$ cat src/rtl/clk_rst_pkg.sv
`default_nettype none
// ============================================================================
// Module   : clk_rst_pkg
// Purpose  : Shared types and helpers for the clock-enable / reset sequencer.
//            state_e  - sequencer states (HOLD, STRETCH, REL, RUN)
//            cause_e  - recorded cause of the most recent reset
//            cnt_width- width of a counter that must reach max(a,b)-1
// Revision : 1.0  initial release
// ============================================================================
package clk_rst_pkg;

    typedef enum logic [1:0] {
        HOLD    = 2'd0,
        STRETCH = 2'd1,
        REL     = 2'd2,
        RUN     = 2'd3
    } state_e;

    typedef enum logic [1:0] {
        CAUSE_EXT  = 2'd0,
        CAUSE_LOCK = 2'd1,
        CAUSE_SOFT = 2'd2
    } cause_e;

    // One shared counter times both the stretch and the stagger intervals,
    // so it must count up to the larger of the two minus one.
    function automatic int cnt_width(input int a, input int b);
        int m;
        m = (a > b) ? a : b;
        return (m > 1) ? $clog2(m) : 1;
    endfunction

endpackage
`default_nettype wire

$ cat src/rtl/clk_rst_ctrl_if.sv
`default_nettype none
// ============================================================================
// Module   : clk_rst_ctrl_if
// Purpose  : Control/status bundle of the reset sequencer.
//            locked_i   - PLL lock (asynchronous to the clock)
//            soft_rst_i - single-cycle soft reset request
//            div_i      - clock-enable divide ratio (0 treated as 1)
//            clken_o    - one-cycle enable pulse every div cycles
//            rst_n_o    - per-domain active-low resets
//            busy_o     - high while any domain is still held in reset
//            cause_o    - cause of the last reset
//            master: drives the requests (SoC / testbench side)
//            slave : the sequencer itself
// Revision : 1.0  initial release
// ============================================================================
interface clk_rst_ctrl_if #(
    parameter int NCH   = 3,
    parameter int DIV_W = 4
);
    logic             locked_i;
    logic             soft_rst_i;
    logic [DIV_W-1:0] div_i;
    logic             clken_o;
    logic [NCH-1:0]   rst_n_o;
    logic             busy_o;
    logic [1:0]       cause_o;

    modport master (
        output locked_i, soft_rst_i, div_i,
        input  clken_o, rst_n_o, busy_o, cause_o
    );

    modport slave (
        input  locked_i, soft_rst_i, div_i,
        output clken_o, rst_n_o, busy_o, cause_o
    );
endinterface
`default_nettype wire

$ cat src/rtl/sync_nff.sv
`default_nettype none
// ============================================================================
// Module   : sync_nff
// Purpose  : N-flop synchroniser for a single asynchronous input bit.
//            clk - destination clock
//            rst - asynchronous active-high clear (output forced low)
//            d   - asynchronous input
//            q   - synchronised output, STAGES clock edges of latency
// Revision : 1.0  initial release
// ============================================================================
module sync_nff #(
    parameter int STAGES = 2
) (
    input  wire logic clk,
    input  wire logic rst,
    input  wire logic d,
    output logic      q
);

    logic [STAGES-1:0] r_sync;

    always_ff @(posedge clk or posedge rst) begin
        if (rst) begin
            r_sync <= '0;
        end else begin
            r_sync <= {r_sync[STAGES-2:0], d};
        end
    end

    assign q = r_sync[STAGES-1];

endmodule
`default_nettype wire

$ cat src/rtl/clk_rst_ctrl.sv
`default_nettype none
// ============================================================================
// Module   : clk_rst_ctrl
// Purpose  : Reset sequencer and clock-enable generator between the PLL and
//            the SoC. Synchronises PLL lock, stretches and staggers NCH
//            active-low resets, records the last reset cause and produces a
//            programmable-ratio clock-enable pulse.
//            clk_i - PLL output clock
//            rst_i - asynchronous active-high reset
//            bus   - clk_rst_ctrl_if.slave (lock, soft reset, divider,
//                    clken, per-domain resets, busy, cause)
// Revision : 1.0  initial release
// ============================================================================
module clk_rst_ctrl
    import clk_rst_pkg::*;
#(
    parameter int NCH         = 3,
    parameter int DLY         = 255,
    parameter int STAGGER     = 4,
    parameter int SYNC_STAGES = 2,
    parameter int DIV_W       = 4
) (
    input  wire logic      clk_i,
    input  wire logic      rst_i,
    clk_rst_ctrl_if.slave  bus
);

    localparam int CW  = cnt_width(DLY, STAGGER);
    localparam int CHW = $clog2(NCH + 1);

    localparam logic [CW-1:0]  c_dly_last = CW'(DLY - 1);
    localparam logic [CW-1:0]  c_stg_last = CW'(STAGGER - 1);
    localparam logic [CHW-1:0] c_ch_last  = CHW'(NCH - 1);

    logic w_lock_s;

    state_e           r_state, w_state;
    logic [CW-1:0]    r_cnt,   w_cnt;
    logic [CHW-1:0]   r_ch,    w_ch;
    logic [NCH-1:0]   r_rst_n, w_rst_n;
    logic             r_busy,  w_busy;
    cause_e           r_cause, w_cause;

    logic [DIV_W-1:0] r_div_q;
    logic [DIV_W-1:0] r_dc;
    logic             r_clken;
    logic [DIV_W-1:0] w_div_in;
    logic [DIV_W-1:0] w_div_last;

    sync_nff #(
        .STAGES (SYNC_STAGES)
    ) u_lock_sync (
        .clk (clk_i),
        .rst (rst_i),
        .d   (bus.locked_i),
        .q   (w_lock_s)
    );

    // ------------------------------------------------------------------
    // Sequencer state register
    // ------------------------------------------------------------------
    always_ff @(posedge clk_i or posedge rst_i) begin
        if (rst_i) begin
            r_state <= HOLD;
            r_cnt   <= '0;
            r_ch    <= '0;
            r_rst_n <= '0;
            r_busy  <= 1'b1;
            r_cause <= CAUSE_EXT;
        end else begin
            r_state <= w_state;
            r_cnt   <= w_cnt;
            r_ch    <= w_ch;
            r_rst_n <= w_rst_n;
            r_busy  <= w_busy;
            r_cause <= w_cause;
        end
    end

    // ------------------------------------------------------------------
    // Next-state and next-output logic
    // ------------------------------------------------------------------
    always_comb begin
        w_state = r_state;
        w_cnt   = r_cnt;
        w_ch    = r_ch;
        w_rst_n = r_rst_n;
        w_cause = r_cause;

        case (r_state)
            HOLD: begin
                w_rst_n = '0;
                if (w_lock_s) begin
                    w_state = STRETCH;
                    w_cnt   = '0;
                end
            end

            STRETCH: begin
                if (!w_lock_s) begin
                    w_state = HOLD;
                    w_rst_n = '0;
                    w_cnt   = '0;
                    w_cause = CAUSE_LOCK;
                end else if (r_cnt == c_dly_last) begin
                    w_rst_n[0] = 1'b1;
                    w_ch       = CHW'(1);
                    w_cnt      = '0;
                    w_state    = (NCH > 1) ? REL : RUN;
                end else begin
                    w_cnt = r_cnt + 1'b1;
                end
            end

            REL: begin
                if (!w_lock_s) begin
                    w_state = HOLD;
                    w_rst_n = '0;
                    w_cnt   = '0;
                    w_cause = CAUSE_LOCK;
                end else if (r_cnt == c_stg_last) begin
                    // Release exactly the channel addressed by r_ch.
                    for (int k = 0; k < NCH; k++) begin
                        if (r_ch == CHW'(k)) begin
                            w_rst_n[k] = 1'b1;
                        end
                    end
                    w_cnt = '0;
                    w_ch  = r_ch + 1'b1;
                    if (r_ch == c_ch_last) begin
                        w_state = RUN;
                    end
                end else begin
                    w_cnt = r_cnt + 1'b1;
                end
            end

            RUN: begin
                w_rst_n = '1;
                // Lock loss is checked first so it wins over a soft request.
                if (!w_lock_s) begin
                    w_state = HOLD;
                    w_rst_n = '0;
                    w_cnt   = '0;
                    w_cause = CAUSE_LOCK;
                end else if (bus.soft_rst_i) begin
                    w_state = HOLD;
                    w_rst_n = '0;
                    w_cnt   = '0;
                    w_cause = CAUSE_SOFT;
                end
            end

            default: begin
                w_state = HOLD;
                w_rst_n = '0;
            end
        endcase
    end

    // busy is registered alongside rst_n so the two never disagree.
    assign w_busy = ~&w_rst_n;

    // ------------------------------------------------------------------
    // Clock-enable divider
    // ------------------------------------------------------------------
    assign w_div_in   = (bus.div_i == '0) ? DIV_W'(1) : bus.div_i;
    assign w_div_last = r_div_q - DIV_W'(1);

    always_ff @(posedge clk_i or posedge rst_i) begin
        if (rst_i) begin
            r_div_q <= DIV_W'(1);
            r_dc    <= '0;
            r_clken <= 1'b0;
        end else begin
            if (r_state == HOLD) begin
                r_div_q <= w_div_in;
            end
            // A soft reset re-enters HOLD with lock still high, so the ratio
            // can shrink while dc is mid-count; wrapping on >= keeps dc from
            // running past the new terminal value.
            if (!w_lock_s) begin
                r_dc    <= '0;
                r_clken <= 1'b0;
            end else if (r_dc >= w_div_last) begin
                r_dc    <= '0;
                r_clken <= 1'b1;
            end else begin
                r_dc    <= r_dc + 1'b1;
                r_clken <= 1'b0;
            end
        end
    end

    assign bus.clken_o = r_clken;
    assign bus.rst_n_o = r_rst_n;
    assign bus.busy_o  = r_busy;
    assign bus.cause_o = r_cause;

endmodule
`default_nettype wire

$ cat src/flat_wrapper.sv
// flat-port wrapper written by rule: the top's interface ports become plain ports
module clk_rst_ctrl_flat import clk_rst_pkg::*;
#(
    parameter int NCH         = 3,
    parameter int DLY         = 255,
    parameter int STAGGER     = 4,
    parameter int SYNC_STAGES = 2,
    parameter int DIV_W       = 4
)
  (clk_i, rst_i, bus_locked_i, bus_soft_rst_i, bus_div_i, bus_clken_o, bus_rst_n_o, bus_busy_o, bus_cause_o);
  clk_rst_ctrl_if #(.NCH(NCH), .DIV_W(DIV_W)) bus_i ();
  input  wire logic clk_i;
  input  wire logic rst_i;
  input wire logic [$bits(bus_i.locked_i)-1:0] bus_locked_i;
  input wire logic [$bits(bus_i.soft_rst_i)-1:0] bus_soft_rst_i;
  input wire logic [$bits(bus_i.div_i)-1:0] bus_div_i;
  output wire logic [$bits(bus_i.clken_o)-1:0] bus_clken_o;
  output wire logic [$bits(bus_i.rst_n_o)-1:0] bus_rst_n_o;
  output wire logic [$bits(bus_i.busy_o)-1:0] bus_busy_o;
  output wire logic [$bits(bus_i.cause_o)-1:0] bus_cause_o;
  assign bus_i.locked_i = bus_locked_i;
  assign bus_i.soft_rst_i = bus_soft_rst_i;
  assign bus_i.div_i = bus_div_i;
  assign bus_clken_o = bus_i.clken_o;
  assign bus_rst_n_o = bus_i.rst_n_o;
  assign bus_busy_o = bus_i.busy_o;
  assign bus_cause_o = bus_i.cause_o;
  clk_rst_ctrl #(.NCH(NCH), .DLY(DLY), .STAGGER(STAGGER), .SYNC_STAGES(SYNC_STAGES), .DIV_W(DIV_W)) u_core (.clk_i(clk_i), .rst_i(rst_i), .bus(bus_i));
endmodule
$ cat config.mk
export PLATFORM = sky130hd
export DESIGN_NAME = clk_rst_ctrl_flat
export DESIGN_NICKNAME = d
export VERILOG_FILES = /design/src/rtl/clk_rst_pkg.sv /design/src/rtl/clk_rst_ctrl_if.sv /design/src/rtl/sync_nff.sv /design/src/rtl/clk_rst_ctrl.sv /design/src/flat_wrapper.sv
export SDC_FILE = /design/constraint.sdc
export NUM_CORES = 1
export LEC_CHECK = 0
export CORE_UTILIZATION = 55
export CTS_CLUSTER_DIAMETER = 100
export CTS_CLUSTER_SIZE = 20
export DETAILED_ROUTE_END_ITERATION = 10
export PLACE_DENSITY = 0.77
export SLEW_MARGIN = 5
export SYNTH_ARGS = -nofsm -noshare
export SYNTH_HDL_FRONTEND = slang
export SYNTH_SLANG_ARGS = --single-unit
$ cat constraint.sdc
create_clock -name clk_i -period 2.48 [get_ports clk_i]
set_input_delay 0.496 -clock clk_i [delete_from_list [all_inputs] [get_ports clk_i]]
set_output_delay 0.496 -clock clk_i [all_outputs]
set_load 0.05 [all_outputs]
==> impl_results.md <==
* Final WL at 3510 µm
* CP startpoint kind: register
* Count of input and output buffers at 14
* Post-synth top area share at 40.2%
* Nature of the critical path endpoint: output pin
* Share of final-layout standard cells stronger than drive strength 1 at 8.42%
* Register clock-pin slew on the reported worst setup and hold paths at 0.08 ns
* Setup repair after global routing missed its margin: false
* Overall die width at 57.3 µm
* Worst endpoint data arrival time at 1.64 ns
* Met1 Routed Length at 1500 µm
* Leak at 0.855 nW
* Max-cap check violation count at 0
* Sequential fraction of the synthesis area at 43.3%
* CP Data Required Time at 1.98 ns
* CTS tree: built
* Detailed-route wire length per cell at 15.9 µm
* Final setup skew at 0.0122 ns
* Tightest Hold Check Type: register to register
* Post-synthesis net count at 194
* Final-layout fill cell count at 238
* Number of warnings issued by yosys at 0
* Number of clock sinks at 29
* Area of the die at 0.00328 mm²
* Placement row count at 19
* Max stage delay cell, worst path: sky130_fd_sc_hd__clkdlybuf4s50_1
* Hold Path Cell Cnt at 0
* Minimum period implied by the final worst setup slack at 2.14 ns
* Result of the run: complete, but fails checks
* Number of iterations in the first detailed-routing pass at 7
* Slowest stage delay, CP at 0.79 ns
* Initial antenna violation count at 0
* Achievable clock frequency at 468 MHz
* End of the worst hold path: u_core.u_lock_sync.r_sync[1]
* Post-cts sizing count at 0
* Max_slew headroom at 65.9%
* Mean Syn Cell Area at 9.88 µm²
* Pin count of the biggest net entering global routing at 30
* Startpoint-to-endpoint class of the critical path: register to output pin
* Synthesis-to-layout area growth at 15.4%
* Die Y-Extent at 57.3 µm
* CTS H-tree lvls at 2
* Number of antenna repair diodes at 0
* Vias in the first global route at 1363
* Worst Tran Pin Value at 0.510 ns
* Post-DP HPWL at 2630 µm
* Depth of the worst register-to-register path at 6
* Worst Path Buf+Inv at 1
* Area leader, netlist: sky130_fd_sc_hd__dfrtp_1
* RD Place Congestion at 0.849
* Maximum net fanout on the critical path at 1
* Top routing layer used: met4
* Detail Route Antenna Nets at 0
* Worst vdd ir at 0.649 mV
* Violation count after the first detailed-route iteration at 60
* Number of buffers inserted by hold repair at cts at 0
* Clock latency reported for the late side of the worst-skew pair at 0.33 ns
* Ranking of synthesized cells by area: sky130_fd_sc_hd__dfrtp_1, sky130_fd_sc_hd__ha_1, sky130_fd_sc_hd__o21ai_0
* Total power consumption of the routed design at 0.00200 W
* Final total negative setup slack at 0 ns
* Worst path setup slack after routing at 0.342 ns
* Number of register bits inferred by synthesis at 29
* Number of max-slew violations in the final report at 0
* Worst slack at placement at 0.354 ns
* Reg-to-reg endpoint: u_core.r_dc[2]
* Endpoints failing hold at 0
* Top post-synthesis cells by count: sky130_fd_sc_hd__dfrtp_1, sky130_fd_sc_hd__ha_1, sky130_fd_sc_hd__o21ai_0
* Critical path cell sequence: clkdlybuf4s50_1
* Clock root buffer: sky130_fd_sc_hd__clkbuf_4
* Setup repair bufs after CTS at 0
* Total of endpoints with negative setup slack in the final report at 0
* Slack of the worst reg-to-reg path at 0.37 ns
* Starting Density at 59.4%
* DR WL met3 at 203 µm
* Number of buffers created by CTS at 5
* Synthesized cell area at 0.00168 mm²
* Grt total ovfl at 0
* Metal2 WL at 1760 µm
* Final Cell Area at 0.00194 mm²
* Number of top-level design ports at 15
* Post-layout util at 68.6%
* Total track usage at 25.4%
* Deepest clock path buffer count at 2
* Number of instances in the synthesized netlist at 170
* Placeable core region at 0.00283 mm²
* Most used flip-flop cell after synthesis: sky130_fd_sc_hd__dfrtp_1
* Cell type group with the largest total delay on the critical path: buffers and inverters
* Violations in the final reports: design-rule violations
* Final worst-path cycle share at 86.2%
* Async S/R FF share, synth at 100%
* Standard cell area after detailed placement at 0.00185 mm²
* Number of vias per cell after detailed routing at 6.08
* Reg-to-Reg Start: u_core.r_div_q[0]
* Number of different library cells in the post-synthesis netlist at 45
* Total power divided by cell area at 1030 mW/mm²
* Wire length of the first global-routing pass at 6150 µm
* Via count at 1344
* Launch point of the worst hold path: u_core.u_lock_sync.r_sync[0]
* Most frequently used cell type in the post-synthesis netlist: sky130_fd_sc_hd__dfrtp_1
* EDFF count, synth at 0
* DRC violations left at 1
* Net total in the final layout at 213
* FF/Latch Area at 728 µm²
* Multi-input logic area at 902 µm²
-- worst max path at each step --
stage / from / to / slack [ns] / depth (start not counted)
after global routing: u_core.r_state[0] / u_core.r_cnt[5] / 0.24 / 6
after CTS: u_core.bus.busy_o / bus_busy_o / 0.32 / 1
final: u_core.bus.busy_o / bus_busy_o / 0.34 / 1
after detailed placement: bus_soft_rst_i / u_core.r_state[1] / 0.35 / 5
after floorplan: u_core.r_div_q[0] / u_core.r_dc[0] / 0.57 / 6
after global placement: bus_soft_rst_i / u_core.r_state[1] / 0.43 / 5
-- area by class of cell --
type | instances | area share, %
inverter | 10 | 1.94
tap | 31 | 2.00
timing repair buffer | 15 | 7.61
clock buffer | 7 | 2.84
clock inverter | 1 | 1.55
sequential | 29 | 37.5
multi-input combinational | 128 | 46.5
-- flip-flops by register name, indices dropped and copies added (netlist names) --
register                   cells
u_core.r_div_q                 4
u_core.r_state                 2
u_core.r_ch                    2
u_core.r_cnt                   8
u_core.bus.rst_n_o             3
u_core.u_lock_sync.r_sync      2
u_core.r_dc                    4
u_core.bus.cause_o             2
u_core.bus.busy_o              1
u_core.bus.clken_o             1
-- logic make-up (layout without fill, tap and decap cells) --
kind of cell,count (synthesis),after routing,synth area share [%]
fa+ha+maj,16,16,11.9
mux,3,3,1.94
xor+xnor,4,4,2.09
flops,29,29,43.3
buf+inv,13,33,2.98
simple gates,58,58,18.8
compound gates,47,47,19.0
-- layer usage --
layer	up-vias	GRT usage, %
li1	662	-
met1	634	29.9
met2	42	43.4
met3	6	8.62
met4	0	9.06
met5	-	0
-- cells in the final DEF (no fill, tap or decap), types with 2 or more instances in the layout --
cell type	instances
sky130_fd_sc_hd__nand2_1	13
sky130_fd_sc_hd__mux2_2	2
sky130_fd_sc_hd__nor2b_1	4
sky130_fd_sc_hd__xnor2_1	3
sky130_fd_sc_hd__nor3_1	6
sky130_fd_sc_hd__ha_1	16
sky130_fd_sc_hd__dfstp_2	2
sky130_fd_sc_hd__o211ai_1	5
sky130_fd_sc_hd__a21oi_1	5
sky130_fd_sc_hd__nor2_1	11
sky130_fd_sc_hd__a21o_1	3
sky130_fd_sc_hd__dfrtp_1	27
sky130_fd_sc_hd__clkdlybuf4s50_1	14
sky130_fd_sc_hd__nand2b_1	3
sky130_fd_sc_hd__a31oi_1	3
sky130_fd_sc_hd__nand4_1	4
sky130_fd_sc_hd__nand3_1	8
sky130_fd_sc_hd__o21ai_0	14
sky130_fd_sc_hd__clkbuf_4	5
sky130_fd_sc_hd__a2111oi_0	3
sky130_fd_sc_hd__a22o_1	2
sky130_fd_sc_hd__inv_1	10
-- stage by stage --
step	hold WS, ns	std cells
floorplan	0.331	170
detailed placement	0.341	213
CTS	0.359	221
finish	0.358	221
global placement	0.338	213
global route	0.374	221
-- where the power goes --
part           internal [W]  switching, W  leakage (nW)
sequential         0.000583     0.0000903         0.372
clock              0.000240      0.000153        0.0455
combinational      0.000382      0.000547         0.438
total               0.00121      0.000791         0.855
Power figures use the tool's default switching activity.
